### src/rtl/control_riego.sv
// control_riego: irrigation pump sequencer with per-plant dryness threshold, soak wait and dry-episode lockout
module control_riego #(
    parameter int T_RIEGO    = 100,
    parameter int T_ESPERA   = 400,
    parameter int MAX_RIEGOS = 3
) (
    input  logic        clk,
    input  logic        rst_n,
    input  logic        habilitar,
    input  logic [11:0] humedad,
    input  logic        humedad_valida,
    input  logic [3:0]  tipoPlanta,
    output logic        bomba,
    output logic        alarma,
    output logic        ocupado,
    output logic [2:0]  estado
);
    localparam int TMAX = (T_RIEGO > T_ESPERA) ? T_RIEGO : T_ESPERA;
    localparam int TW   = $clog2(TMAX + 1);
    localparam int CW   = $clog2(MAX_RIEGOS + 1);

    typedef enum logic [2:0] {
        REPOSO  = 3'd0,
        MEDIR   = 3'd1,
        REGANDO = 3'd2,
        ESPERA  = 3'd3,
        BLOQUEO = 3'd4
    } estado_t;

    estado_t        st, st_n;
    logic [TW-1:0]  timer, timer_n;
    logic [CW-1:0]  contador, contador_n;
    logic [3:0]     umbral;
    logic           seco;

    assign umbral = (tipoPlanta inside {4'd1, 4'd2, 4'd3}) ? tipoPlanta : 4'd0;
    assign seco   = (humedad[11:8] == 4'd0) && (humedad[7:4] < umbral);
    assign estado = st;

    always_comb begin
        st_n       = st;
        timer_n    = timer;
        contador_n = contador;
        if (!habilitar) begin
            st_n       = REPOSO;
            timer_n    = '0;
            contador_n = '0;
        end else begin
            case (st)
                REPOSO: begin
                    st_n       = MEDIR;
                    contador_n = '0;
                end
                MEDIR: if (humedad_valida) begin
                    if (!seco) begin
                        st_n       = REPOSO;
                        contador_n = '0;
                    end else if (contador < CW'(MAX_RIEGOS)) begin
                        st_n       = REGANDO;
                        timer_n    = TW'(T_RIEGO);
                        contador_n = contador + CW'(1);
                    end else begin
                        st_n = BLOQUEO;
                    end
                end
                REGANDO: begin
                    st_n    = (timer == TW'(1)) ? ESPERA : REGANDO;
                    timer_n = (timer == TW'(1)) ? TW'(T_ESPERA) : timer - TW'(1);
                end
                ESPERA: begin
                    st_n    = (timer == TW'(1)) ? MEDIR : ESPERA;
                    timer_n = timer - TW'(1);
                end
                BLOQUEO: st_n = BLOQUEO;
                default: begin
                    st_n       = REPOSO;
                    timer_n    = '0;
                    contador_n = '0;
                end
            endcase
        end
    end

    // outputs are registered from the next state so they change on the same edge as estado
    always_ff @(posedge clk or negedge rst_n) begin
        if (!rst_n) begin
            st       <= REPOSO;
            timer    <= '0;
            contador <= '0;
            bomba    <= 1'b0;
            alarma   <= 1'b0;
            ocupado  <= 1'b0;
        end else begin
            st       <= st_n;
            timer    <= timer_n;
            contador <= contador_n;
            bomba    <= (st_n == REGANDO);
            alarma   <= (st_n == BLOQUEO);
            ocupado  <= (st_n inside {MEDIR, REGANDO, ESPERA});
        end
    end
endmodule

### config.mk
export PLATFORM = sky130hd
export DESIGN_NAME = control_riego
export DESIGN_NICKNAME = d
export VERILOG_FILES = /design/src/rtl/control_riego.sv
export SDC_FILE = /design/constraint.sdc
export NUM_CORES = 1
export LEC_CHECK = 0
export BUFFER_PORTS_ARGS = -buffer_cell sky130_fd_sc_hd__buf_2
export CORE_MARGIN = 5
export CORE_UTILIZATION = 53
export DETAILED_ROUTE_END_ITERATION = 8
export PLACE_DENSITY = 0.75
export SYNTH_ARGS = -nofsm -noshare
export SYNTH_HDL_FRONTEND = slang
export SYNTH_SLANG_ARGS = --single-unit
### constraint.sdc
create_clock -name clk -period 2.05 [get_ports clk]
set_input_delay 0.3075 -clock clk [delete_from_list [all_inputs] [get_ports clk]]
set_output_delay 0.3075 -clock clk [all_outputs]
set_load 0.01 [all_outputs]
==> results.txt <==
- The run finished with clean final reports.
- Vertical die dimension: 57.26 microns
* Global-route congestion overflow total: 0
- In this run, synthesis produced a sequential element count of 17.
- Vias in the first global route: 1083
* H-Tree Level Count: 1
* Post-route clock period utilization: 0.8589
* Number of nets still failing antenna checks after routing: 0
- Initial drt markers: 17
* Peak fanout along the critical path: 7
* Main synth FF type: sky130_fd_sc_hd__dfrtp_1
- Hold Path Class: primary input to register
- In this run the cell area of the synthesized design comes to 0.001184 sq mm.
- The first global-routing pass estimated 4512 microns of wire.
* Total Wirelength: 2589 microns
* Average size of a mapped cell: 8.768 sq um
- The number of buffers and inverters on the critical path is 1.
- The die is 57.26 microns wide.
* Die area: 0.003278 sq mm
* Residual DRC count: 0
* Worst Setup SP: timer[1]$_DFFE_PN0P_
* Diode count: 0
- CP Data Arrival Time: 1.93 ns
- STA classifies the critical path startpoint as a register.
- Largest net degree at the start of global routing: 18
- No sink is reached through more buffers than the 2 on the longest clock path.
* Leakage Power: 0.0006450 uW
* Number of nets in the finished design: 187
- Clk slew on worst S/H paths: 0.10 ns
* First-pass iteration count of the detailed router: 4
- For this run, the top clock speed supported by timing is 0.5679 GHz.
- Across every metal layer, demand over resource in global routing totals 0.1727.
- The root buffer cell chosen for the clock tree is sky130_fd_sc_hd__clkbuf_4.
- Final hold violation count: 0
- The clock period could shrink to 1.761 ns.
- Summed negative setup slack over all endpoints: 0 ns
* Core Region: 0.002170 sq mm
- Maximum cell stage delay along the critical path: 0.42 ns
- The number of gates resized after CTS was 0.
* Layout overhead on the synthesized area: 14.27%
* Hold Crit Start: humedad_valida
- Final count of pins violating max slew: 0
- Register area share after synthesis: 0.3594
- TritonCTS clock tree: yes
* Effective utilization at floorplan: 0.5456
- Fraction of final layout cells with drive strength greater than 1: 0.2625
* Leading cell types by count after synthesis: sky130_fd_sc_hd__dfrtp_1 (17), sky130_fd_sc_hd__a21oi_1 (13), sky130_fd_sc_hd__nand2_1 (13)
- Gate count of the mapped netlist: 135
- Cells taking the most area after synthesis: sky130_fd_sc_hd__dfrtp_1 (36%), sky130_fd_sc_hd__ha_1 (6.3%), sky130_fd_sc_hd__a21oi_1 (5.5%)
- Synth Warn #: 0
- Once layout is complete, the utilization of the core stands at 0.6234.
- Clock latency on the worst-skew pair, taken at its later pin, is 0.29 ns.
* Num CTS Buffers: 3
- Input and output buffers added on the ports amount to 21.
* Setup-violating endpoint count in the final report: 0
- After synthesis, the share of flip-flops with an asynchronous set or reset is 1.000.
- Placement row count: 17
* Average via count per standard cell: 5.750
- Setup repair after global routing missed its margin: false
- Area share of the leading cell type in the synthesized netlist: 0.3594
* Post-CTS setup-driven buffer insertion count: 0
- Max Cap Violations: 0
- Count of different cell masters after synthesis: 47
* Number of flops mapped to enable cells by yosys: 0
- Once detailed placement completed, the half-perimeter wirelength came to 2018 microns.
- Sw Share: 0.2873
* Clock Sink Count: 17
* Routed vias: 1081
* Clock group share of total power: 0.270
- On the final layout, the worst clock skew is 0.01305 ns.
- Seq pwr share: 0.535
- The share of total power dissipated in combinational logic is 0.195.
- Cell with the most instances after synthesis: sky130_fd_sc_hd__dfrtp_1
- The critical path in this run is classified as register to register.
- Routability-driven placement finished with a final weighted congestion of 0.8050.
- On the critical path, the stage with the largest delay is an instance of sky130_fd_sc_hd__dfrtp_1.
* Worst-path cell chain: inv_1 -> ha_1 -> nor4b_2 -> and3b_1 -> nor2_2 -> a31oi_1 -> o22ai_1
- Int Pwr: 476.2 uW
- Dividing the detail-routed wire length by the instance count gives 13.77 microns.
- STA puts the critical path data required time at 2.22 ns.
- Area leader, netlist: sky130_fd_sc_hd__dfrtp_1
- STA classifies the critical path endpoint as a register.
* PwrDens: 494.0 mW/mm^2
- Top Ports: 26
- Across the VDD grid, the largest voltage drop is 0.3752 mV.
- Critical path's top delay family: simple AND/OR/NAND/NOR gates
* Initial antenna violation count: 0
* Worst R2R Start: timer[1]$_DFFE_PN0P_
- Psw: 191.9 uW
[kinds of logic (layout without fill, tap and decap cells)]
family	Yosys count	in the layout	synth area share
muxes	1	1	0.009513
adders and majority gates	6	6	0.06342
buffers and inverters	14	38	0.05708
AOI/OAI and AO/OA	44	44	0.2400
DFF	17	17	0.3594
other	1	2	0.003168
and+or+nand+nor	52	52	0.2675
[final cells by class]
cell class              instances  area [sq um]
well taps                      28         35.03
multi-input cells             105         694.4
repair buffers                 25         137.6
flip-flops and latches         17         425.4
inverters                       9         33.78
fillers                       214         817.0
clock buffers                   4         26.28
[routing by layer]
layer / global-route usage / vias up / wire, microns
met4: 0.09934 / 0 / 60
met2: 0.2904 / 34 / 1294
met3: 0.01584 / 8 / 134
li1: - / 532 / -
met1: 0.2152 / 507 / 1099
met5: 0 / - / 0
[worst reg2reg max path: stages, from the launching register on]
cell and delay [ns]:
sky130_fd_sc_hd__dfrtp_1 0.42, sky130_fd_sc_hd__inv_1 0.10, sky130_fd_sc_hd__ha_1 0.14, sky130_fd_sc_hd__nor4b_2 0.22
sky130_fd_sc_hd__and3b_1 0.33, sky130_fd_sc_hd__nor2_2 0.12, sky130_fd_sc_hd__a31oi_1 0.19, sky130_fd_sc_hd__o22ai_1 0.10
[layout by cell type, fill, tap and decap left out, drive strengths merged, types with 3 or more instances in the layout]
cell    netlist  routed
buf           5      24
a31oi         5       5
a21oi        14      14
ha            6       6
clkbuf        0       4
o22ai         3       3
nand2        13      13
nand2b        5       5
nor2         13      13
nor3b         3       3
o21ai        13      13
dfrtp        17      17
inv           9       9
nand3         3       3
[repair_timing]
action                     4_1_cts  5_1_grt
hold buffers                     1        0
hold endpoints to repair        17        0
setup endpoints to repair        0        0
[sequential cells by signal, indices dropped and copies added (netlist names)]
register,cells
contador,2
ocupado,1
estado,3
alarma,1
timer,9
bomba,1
[metrics by stage]
step / instance area, sq um / power (uW) / hold slack, ns / worst slack, ns / std cells
2_1_floorplan: 1187 / 445.4 / 0.01191 / 0.4575 / 136
3_3_place_gp: 1316 / 486.4 / 0.2451 / 0.2625 / 183
3_5_place_dp: 1316 / 493.9 / 0.2570 / 0.2059 / 183
4_1_cts: 1353 / 675.5 / 0.3133 / 0.2841 / 188
5_1_grt: 1353 / 708.7 / 0.3325 / 0.1484 / 188
6_report: 1353 / 668.1 / 0.3285 / 0.2892 / 188
[worst paths after layout]
path                                           end  slack (ns)  cells after the start
setup / recovery              timer[6]$_DFFE_PN0P_        0.29                      7
hold / removal                    alarma$_DFF_PN0_        0.33                      3
setup reg to reg              timer[6]$_DFFE_PN0P_        0.29                      7
hold reg to reg               timer[1]$_DFFE_PN0P_        0.55                      2
max in group asynchronous  contador[0]$_DFFE_PN0P_        1.30                      2
min in group asynchronous     timer[0]$_DFFE_PN0P_        0.46                      2
[power groups by stage]
| stage | Sequential (uW) | Clock, uW | Combinational, uW |
|---|---|---|---|
| floorplan | 360 | 0 | 85.0 |
| global placement | 363 | 0 | 123 |
| detailed placement | 364 | 0 | 130 |
| CTS | 357 | 186 | 132 |
| global route | 359 | 203 | 146 |
| finish | 357 | 180 | 131 |
Power figures use the tool's default switching activity.
